`src/rtl/pipe_stage_reg.sv`:
```
// pipe_stage_reg: valid/ready pipeline register for a {pc, insn} entry.
// Supports stall (blocks acceptance) and flush (drops everything held plus the
// incoming entry, counting the dropped held entries in a saturating counter).
// Optional feature macro PIPE_STAGE_SKID_EN:
//   defined   -> depth 2 (head + skid), in_ready taken from a register, so
//                there is no combinational out_ready -> in_ready path.
//   undefined -> depth 1, in_ready = !stall && (!out_valid || out_ready).
module pipe_stage_reg #(
  parameter int                PC_W     = 32,
  parameter int                INSN_W   = 32,
  parameter logic [INSN_W-1:0] NOP_INSN = 32'h0000_0013,
  parameter int                CNT_W    = 8
) (
  input  logic              clk,
  input  logic              rst_n,
  input  logic              flush,
  input  logic              stall,
  input  logic              in_valid,
  output logic              in_ready,
  input  logic [PC_W-1:0]   in_pc,
  input  logic [INSN_W-1:0] in_insn,
  output logic              out_valid,
  input  logic              out_ready,
  output logic [PC_W-1:0]   out_pc,
  output logic [INSN_W-1:0] out_insn,
  output logic [1:0]        occupancy,
  output logic [CNT_W-1:0]  flush_cnt
);

  localparam logic [CNT_W+1:0] CNT_MAX = {2'b00, {CNT_W{1'b1}}};

  logic [1:0]        occ_q, occ_nxt;
  logic [PC_W-1:0]   h_pc_q;
  logic [INSN_W-1:0] h_insn_q;
  logic [CNT_W-1:0]  cnt_q;
  logic              in_fire, out_fire;
  logic [1:0]        n_drop;
  logic [CNT_W+1:0]  cnt_sum;
  logic [CNT_W-1:0]  cnt_nxt;

  // Handshakes; a flush cycle never accepts the incoming entry.
  assign out_valid = (occ_q != 2'd0);
  assign out_fire  = out_valid && out_ready;
  assign in_fire   = in_valid && in_ready && !flush;

  // Empty stage presents a bubble: pc 0 and the NOP instruction.
  assign out_pc    = out_valid ? h_pc_q : '0;
  assign out_insn  = out_valid ? h_insn_q : NOP_INSN;
  assign occupancy = occ_q;
  assign flush_cnt = cnt_q;

  // An entry dequeued in the flush cycle was delivered, so it is not counted.
  assign n_drop  = occ_q - {1'b0, out_fire};
  assign cnt_sum = {2'b00, cnt_q} + {{CNT_W{1'b0}}, n_drop};
  assign cnt_nxt = (cnt_sum > CNT_MAX) ? CNT_MAX[CNT_W-1:0] : cnt_sum[CNT_W-1:0];

  // Saturating discard counter, advanced only by flush (never by reset).
  always_ff @(posedge clk or negedge rst_n) begin
    if (!rst_n)     cnt_q <= '0;
    else if (flush) cnt_q <= cnt_nxt;
  end

  // Occupancy register.
  always_ff @(posedge clk or negedge rst_n) begin
    if (!rst_n) occ_q <= 2'd0;
    else        occ_q <= occ_nxt;
  end

`ifdef PIPE_STAGE_SKID_EN

  logic [PC_W-1:0]   s_pc_q;
  logic [INSN_W-1:0] s_insn_q;
  logic              not_full_q;

  // Registered "room available"; rst_n gating keeps in_ready low during reset
  // while still allowing a transfer on the first edge after release.
  assign in_ready = rst_n && !stall && not_full_q;

  // Next occupancy: flush empties, otherwise +1 / -1 / hold.
  always_comb begin
    occ_nxt = occ_q;
    if (flush) occ_nxt = 2'd0;
    else begin
      unique case ({in_fire, out_fire})
        2'b10:   occ_nxt = occ_q + 2'd1;
        2'b01:   occ_nxt = occ_q - 2'd1;
        default: occ_nxt = occ_q;
      endcase
    end
  end

  // Room flag tracks next occupancy so in_ready never depends on out_ready.
  always_ff @(posedge clk or negedge rst_n) begin
    if (!rst_n) not_full_q <= 1'b1;
    else        not_full_q <= (occ_nxt != 2'd2);
  end

  // Head/skid data: pop promotes skid to head; push fills head if empty
  // (or being replaced in a same-cycle push+pop), otherwise the skid slot.
  always_ff @(posedge clk or negedge rst_n) begin
    if (!rst_n) begin
      h_pc_q   <= '0;
      h_insn_q <= '0;
      s_pc_q   <= '0;
      s_insn_q <= '0;
    end else if (!flush) begin
      if (out_fire) begin
        if (occ_q == 2'd2) begin
          h_pc_q   <= s_pc_q;
          h_insn_q <= s_insn_q;
        end else if (in_fire) begin
          h_pc_q   <= in_pc;
          h_insn_q <= in_insn;
        end
      end else if (in_fire) begin
        if (occ_q == 2'd0) begin
          h_pc_q   <= in_pc;
          h_insn_q <= in_insn;
        end else begin
          s_pc_q   <= in_pc;
          s_insn_q <= in_insn;
        end
      end
    end
  end

`else

  // Single slot: accept when empty or when the head leaves this cycle.
  assign in_ready = rst_n && !stall && (!out_valid || out_ready);

  // Next occupancy for a one-deep stage.
  always_comb begin
    occ_nxt = occ_q;
    if (flush)         occ_nxt = 2'd0;
    else if (in_fire)  occ_nxt = 2'd1;
    else if (out_fire) occ_nxt = 2'd0;
  end

  // Head data loads on every accepted entry.
  always_ff @(posedge clk or negedge rst_n) begin
    if (!rst_n) begin
      h_pc_q   <= '0;
      h_insn_q <= '0;
    end else if (in_fire) begin
      h_pc_q   <= in_pc;
      h_insn_q <= in_insn;
    end
  end

`endif

endmodule
```
`config.mk`:
```
export PLATFORM = sky130hd
export DESIGN_NAME = pipe_stage_reg
export DESIGN_NICKNAME = d
export VERILOG_FILES = /design/src/rtl/pipe_stage_reg.sv
export SDC_FILE = /design/constraint.sdc
export NUM_CORES = 1
export LEC_CHECK = 0
export CAP_MARGIN = 20
export CORE_ASPECT_RATIO = 1.75
export CORE_MARGIN = 10
export CORE_UTILIZATION = 25
export DETAILED_ROUTE_END_ITERATION = 10
export MAX_ROUTING_LAYER = met4
export PLACE_DENSITY = 0.56
export SLEW_MARGIN = 15
export SYNTH_ARGS = -nofsm -noshare
export SYNTH_HDL_FRONTEND = slang
export SYNTH_SLANG_ARGS = --single-unit
```
`constraint.sdc`:
```
create_clock -name clk -period 2.91 [get_ports clk]
set_input_delay 0.4365 -clock clk [delete_from_list [all_inputs] [get_ports clk]]
set_output_delay 0.4365 -clock clk [all_outputs]
set_load 0.01 [all_outputs]
```
==> out/metrics.csv, run 1 <==
stage;metric;value;unit
routing;detailedRoute.firstIterationViolations;64;
power;leakagePower;2.184;nW
placed_design;dp_worst_setup_slack;0.4528;ns
routing;total_iterations_of_the_first_detailed_routing_run;4;
routing;wire_per_inst;16.49;um
clock_network;clock_tree.buffer_depth;2;
timing;unrepaired_setup_endpoints_after_global_routing;false;
floorplan;floorplan.die.width;107.6;um
worst_setup_path;reg2reg_slack;0.71;ns
placed_design;dp_hpwl;7390;um
clock_network;post_cts.repair.setup_buffers;0;
worst_setup_path;start_kind;flop;
timing;totalNegativeSetupSlack;0;ns
timing;hold_violations;0;
flow_run;max_cap_violations;0;
cells_and_area;num-nets-final;480;
worst_setup_path;cp_data_required_time;2.47;ns
grt;first_global_vias;2740;
worst_setup_path;critical_path.reg2reg.startpoint;occupancy[0]$_DFFE_PN0P_;
routing;met1_length;3695;um
routing;vias_per_cell;4.195;
routing;route.top_layer_used;met4;
routing;met2RoutedLength;5088;um
floorplan;die_h;173.3;um
power;clock_power_share;0.372;
power;power-per-cell-area;601.5;nW/um2
floorplan;placeableCoreArea;13310;um2
power;combinational_group_share_of_total_power;0.188;
clock_network;ctsHtreeMaxLevel;3;
timing;worst_clock_skew;0.004152;ns
timing;setup-violations-final;0;
synth;synth_area_leader_cell;dfrtp_1;
power;p_sw_frac;0.2440;
cells_and_area;final_util;0.3977;
clock_network;numCtsBuffers;9;
synth;synth-seq-area-share;0.5442;
synth;yosysUniqueCellTypes;28;
floorplan;fp.dieArea;18650;um2
cells_and_area;layout_commonest_cell;clkdlybuf4s50_1;
min_path;worst_hold_path_type;in2async;
worst_setup_path;timing.critical_path.to_type;primary output;
grt;global_route_wire_length_before_repair;15260;um
synth;synthesis.yosys.warnings;0;
cells_and_area;drive_gt1_frac;0.09976;
clock_network;clock_insertion_delay_worst_skew;0.33;ns
worst_setup_path;timing.rr.end;flush_cnt[6]$_DFFE_PN0P_;
floorplan;rows;56;
routing;wl;9647;um
synth;yosys_register_bits;73;
worst_setup_path;worst_ep_arrival_time;2.10;ns
timing;final_worst_slack;0.3730;ns
routing;postRouteAntennaNets;0;
timing;layout_min_cycle_time;2.537;ns
timing;maxClockFrequency;394.2;MHz
placed_design;gpl_congestion;0.7318;
placed_design;portBuffers;144;
worst_setup_path;r2r_cells;6;
clock_network;cts_root_buf;clkbuf_16;
timing;maxSlewViolCount;0;
cells_and_area;area_growth_syn_to_layout;57.70;%
synth;synth.area.top_cells;dfrtp_1 54%, mux2_1 16%, and2_1 11%;
routing;drc_errors;0;
synth;synthesized_area_divided_by_synthesized_cell_count;12.91;um2
floorplan;io_pins;146;
worst_setup_path;criticalPathCategory;reg2out;
cells_and_area;insertedDiodeCount;0;
cells_and_area;filler_cell_count;1303;
grt;grt_start_max_net_pins;45;
clock_network;clkTransAtPathRegs;0.06;ns
power;power_switching;0.0007769;W
power;cell_internal_pwr;0.002407;W
clock_network;clkSinkCount;73;
grt;total_overflow_reported_by_the_global_router;0;
floorplan;start_util;0.2522;
routing;met3WireLength;707;um
cells_and_area;layout.cells.most_common_list;143 x clkdlybuf4s50_1, 72 x dfrtp_1, 61 x and2_1;
outcome;status;completed;
synth;yosys.area.top_type_share;0.5442;
cells_and_area;post_layout_nonfiller_instances;585;
timing;timing.final.crit_share;0.8718;
routing;num_vias;2454;
synth;synth_area;3357;um2
power;sequentialPowerShare;0.441;
grt;track_usage;0.1076;
placed_design;number_of_placed_instances_taps_included;569;
synth;number_of_cells_produced_by_synthesis;260;
grt;initial_antenna_violation_count;0;
clock_network;tritoncts_clock_tree;yes;
worst_setup_path;worst-path-max-fanout;41;
power;peakVddDrop;0.2631;mV
-- metrics by stage --
step	hold WS [ns]	instance area (um2)	total power (W)
3_3_place_gp	0.2499	4965	0.002006
2_1_floorplan	0.1409	3364	0.001673
6_report	0.4488	5294	0.003184
4_1_cts	0.4425	5294	0.003249
3_5_place_dp	0.2498	4965	0.002036
5_1_grt	0.4578	5294	0.003377
-- worst max path at each step --
stage	start	end	cells after the start
after detailed placement	out_ready	flush_cnt[6]$_DFFE_PN0P_	7
after global placement	out_ready	flush_cnt[6]$_DFFE_PN0P_	7
after global routing	occupancy[0]$_DFFE_PN0P_	out_pc[30]	3
after CTS	occupancy[0]$_DFFE_PN0P_	out_pc[30]	3
after floorplan	occupancy[0]$_DFFE_PN0P_	flush_cnt[6]$_DFFE_PN0P_	6
final	occupancy[0]$_DFFE_PN0P_	out_pc[30]	3
-- power groups by stage --
| stage | Clock, W | Sequential [W] | Combinational [W] |
|---|---|---|---|
| 3_5_place_dp | 0 | 0.00142 | 0.000613 |
| 3_3_place_gp | 0 | 0.00141 | 0.000595 |
| 2_1_floorplan | 0 | 0.00139 | 0.000279 |
| 4_1_cts | 0.00123 | 0.00141 | 0.000616 |
| 5_1_grt | 0.00127 | 0.00144 | 0.000660 |
| 6_report | 0.00118 | 0.00140 | 0.000597 |
-- routing by layer --
layer,up-vias,global-route usage
li1,1167,-
met1,1186,0.1095
met2,90,0.1845
met3,11,0.03760
met4,0,0.03915
met5,-,-
-- flip-flops by register name, indices dropped and copies added (netlist names) --
register	flops
h_insn_q	32
occupancy	1
h_pc_q	32
flush_cnt	8
-- logic make-up (layout without fill, tap and decap cells) --
logic type	Yosys count	in the layout	share of synthesized area
compound gates	9	9	0.01491
fa+ha+maj	3	3	0.01342
simple gates	86	86	0.1636
other cells	1	3	0.001117
mux	67	67	0.2240
flops	73	73	0.5442
buf+inv	21	170	0.03876
-- synthesized netlist by cell type (all sizes together) --
| library cell | n |
|---|---|
| o21ai | 2 |
| conb | 1 |
| or3 | 2 |
| nor4b | 1 |
| ha | 2 |
| a21o | 1 |
| mux2 | 65 |
| and2 | 61 |
| buf | 10 |
| and4 | 1 |
| a21oi | 4 |
| nand2b | 4 |
| nand4 | 4 |
| clkbuf | 7 |
| dfrtp | 73 |
| nor2b | 1 |
| nor3b | 2 |
| mux2i | 2 |
| nand3 | 3 |
| fa | 1 |
| and3 | 1 |
| a31oi | 2 |
| nand2 | 3 |
| nor2 | 3 |
| inv | 4 |
-- repair_timing --
item,in CTS,in global routing
hold buffers,1,0
resized for setup,0,0
hold endpoints to repair,3,0
endpoints found under the setup margin,0,0
-- layout make-up --
class,instances,area (um2),area share
flip-flops and latches,73,1828,0.3453
well taps,174,217.7,0.04113
clock inverters,5,80.08,0.01513
multi-input cells,168,1408,0.2659
repair buffers,151,1506,0.2846
inverters,4,15.01,0.002836
clock buffers,10,239.0,0.04514
-- worst max-delay path, cell delays in order, from the launching register on --
cell	delay, ns
dfrtp_2	0.61
buf_4	0.39
and2_1	0.19
clkdlybuf4s50_1	0.57
No activity file was read; power rests on OpenSTA's default activity.
==> run 2: changes to the inputs <==
--- a/config.mk
+++ b/config.mk
@@ -8,10 +8,10 @@
 export CAP_MARGIN = 20
 export CORE_ASPECT_RATIO = 1.75
 export CORE_MARGIN = 10
-export CORE_UTILIZATION = 25
+export CORE_UTILIZATION = 46
 export DETAILED_ROUTE_END_ITERATION = 10
 export MAX_ROUTING_LAYER = met4
-export PLACE_DENSITY = 0.56
+export PLACE_DENSITY = 0.9
 export SLEW_MARGIN = 15
 export SYNTH_ARGS = -nofsm -noshare
 export SYNTH_HDL_FRONTEND = slang
==> out/metrics.csv, run 2 (synthesis results as in run 1) <==
stage;metric;value;unit
power;combinational_group_share_of_total_power;0.201;
worst_setup_path;timing.critical_path.to_type;primary output;
clock_network;clkSinkCount;73;
cells_and_area;layout_commonest_cell;clkdlybuf4s50_1;
power;clock_power_share;0.333;
worst_setup_path;crit_buf_inv;3;
clock_network;clkTransAtPathRegs;0.05;ns
routing;drc_errors;0;
power;power-per-cell-area;587.4;nW/um2
routing;wire_per_inst;18.46;um
cells_and_area;drive_gt1_frac;0.09223;
cells_and_area;num-nets-final;480;
worst_setup_path;cp_data_required_time;2.47;ns
grt;initial_antenna_violation_count;0;
timing;totalNegativeSetupSlack;0;ns
clock_network;cts_hold_buffers;1;
power;power_switching;0.0007552;W
cells_and_area;multi_input_combinational_cell_area;1408;um2
timing;hold_violations;0;
placed_design;number_of_placed_instances_taps_included;481;
clock_network;ctsHtreeMaxLevel;3;
outcome;status;completed;
timing;setup-violations-final;0;
placed_design;dp_hpwl;7065;um
clock_network;tritoncts_clock_tree;yes;
timing;timing.hold.ws;0.4765;ns
worst_setup_path;criticalPathCategory;in2out;
timing;tightest_slew;0.8891;ns
timing;final_worst_slack;0.5070;ns
min_path;worst_hold_path_type;in2async;
timing;worst_clock_skew;0.005659;ns
clock_network;clock_tree.buffer_depth;2;
clock_network;clock_insertion_delay_worst_skew;0.32;ns
placed_design;gpl_congestion;0.8716;
grt;track_usage;0.1719;
grt;first_global_vias;2860;
clock_network;post_cts.repair.setup_buffers;0;
worst_setup_path;critical-path-slowest-cell;clkdlybuf4s50_1;
timing;maxClockFrequency;416.1;MHz
floorplan;placeableCoreArea;7182;um2
timing;timing.slew.headroom;0.4073;
worst_setup_path;crit_family;buffers and inverters;
timing;timing.final.crit_share;0.8258;
power;cell_internal_pwr;0.002264;W
floorplan;die_h;133.0;um
power;leakagePower;2.169;nW
clock_network;cts_resized;0;
worst_setup_path;cp_cell_sequence;dlygate4sd3_1, buf_4, nor3b_1, clkdlybuf4s50_1;
routing;wl;9194;um
placed_design;portBuffers;144;
power;sequentialPowerShare;0.466;
cells_and_area;area_growth_syn_to_layout;53.11;%
worst_setup_path;start_kind;input port;
routing;postRouteAntennaNets;0;
placed_design;dp_worst_setup_slack;0.4412;ns
floorplan;start_util;0.4674;
floorplan;rows;41;
cells_and_area;insertedDiodeCount;0;
floorplan;io_pins;146;
power;peakVddDrop;0.4201;mV
cells_and_area;filler_cell_count;512;
worst_setup_path;worst_ep_arrival_time;1.97;ns
timing;unrepaired_setup_endpoints_after_global_routing;false;
floorplan;fp.dieArea;11250;um2
worst_setup_path;max_stage_delay;0.59;ns
grt;total_overflow_reported_by_the_global_router;0;
routing;total_iterations_of_the_first_detailed_routing_run;4;
cells_and_area;layout.cells.most_common_list;143 x clkdlybuf4s50_1, 73 x dfrtp_1, 61 x and2_1;
worst_setup_path;worst-path-max-fanout;5;
routing;num_vias;2496;
placed_design;detailed_place.area;4853;um2
clock_network;numCtsBuffers;9;
routing;vias_per_cell;5.012;
clock_network;cts_root_buf;clkbuf_16;
cells_and_area;post_layout_nonfiller_instances;498;
timing;layout_min_cycle_time;2.403;ns
grt;grt_start_max_net_pins;72;
flow_run;max_cap_violations;0;
floorplan;floorplan.die.width;84.58;um
cells_and_area;seq_area;1827;um2
power;p_sw_frac;0.2501;
grt;global_route_wire_length_before_repair;15060;um
timing;maxSlewViolCount;0;
routing;detailedRoute.firstIterationViolations;105;
cells_and_area;final_design_area_no_fill;5140;um2
## run 2: cell types whose count changed in the layout (fill, tap and decap cells not counted), sizes merged
cell	previous run	this run
bufinv	2	0
clkbuf	10	14
clkinvlp	2	1
## run 2: path summary, 6_finish.rpt
path / from / end / slack (ns) / depth (start not counted)
setup / recovery: rst_n / in_ready / 0.51 / 4
min in group clk: h_insn_q[5]$_DFFE_PN0P_ / h_insn_q[5]$_DFFE_PN0P_ / 0.48 / 1
hold reg to reg: h_insn_q[5]$_DFFE_PN0P_ / h_insn_q[5]$_DFFE_PN0P_ / 0.48 / 1
max in group asynchronous: rst_n / h_insn_q[10]$_DFFE_PN0P_ / 1.37 / 3
setup reg to reg: occupancy[0]$_DFFE_PN0P_ / flush_cnt[6]$_DFFE_PN0P_ / 0.74 / 7
hold / removal: rst_n / flush_cnt[0]$_DFFE_PN0P_ / 0.48 / 2
## run 2: routing by layer
metal  up-vias  track usage  share of wire  routed length [um]
met2        95       0.2999           0.55                5102
met1      1216       0.1711           0.37                3370
met3        15      0.05224          0.055                 503
met4         0      0.07353          0.023                 216
met5         -            -              0                   0
li1       1170            -              -                   -
## run 2: per-stage QoR
| stage | power (W) | util |
|---|---|---|
| floorplan | 0.001673 | - |
| global placement | 0.001987 | 0.6758 |
| detailed placement | 0.002040 | 0.6758 |
| CTS | 0.003060 | 0.7157 |
| global route | 0.003187 | 0.7157 |
| finish | 0.003019 | 0.7157 |
## run 2: power by group through the flow
stage,Clock [W],Combinational (W),Sequential (W)
finish,0.00101,0.000606,0.00141
detailed placement,0,0.000617,0.00142
CTS,0.00103,0.000621,0.00141
global placement,0,0.000588,0.00140
global route,0.00108,0.000663,0.00144
floorplan,0,0.000279,0.00139
## run 2: area by class of cell
cell class / instances / share of cell area
Clock buffer: 14 / 0.05136
Clock inverter: 2 / 0.002434
Inverter: 4 / 0.002921
Multi-Input combinational cell: 168 / 0.2739
Sequential cell: 73 / 0.3554
Tap cell: 86 / 0.02093
Timing Repair Buffer: 151 / 0.2931
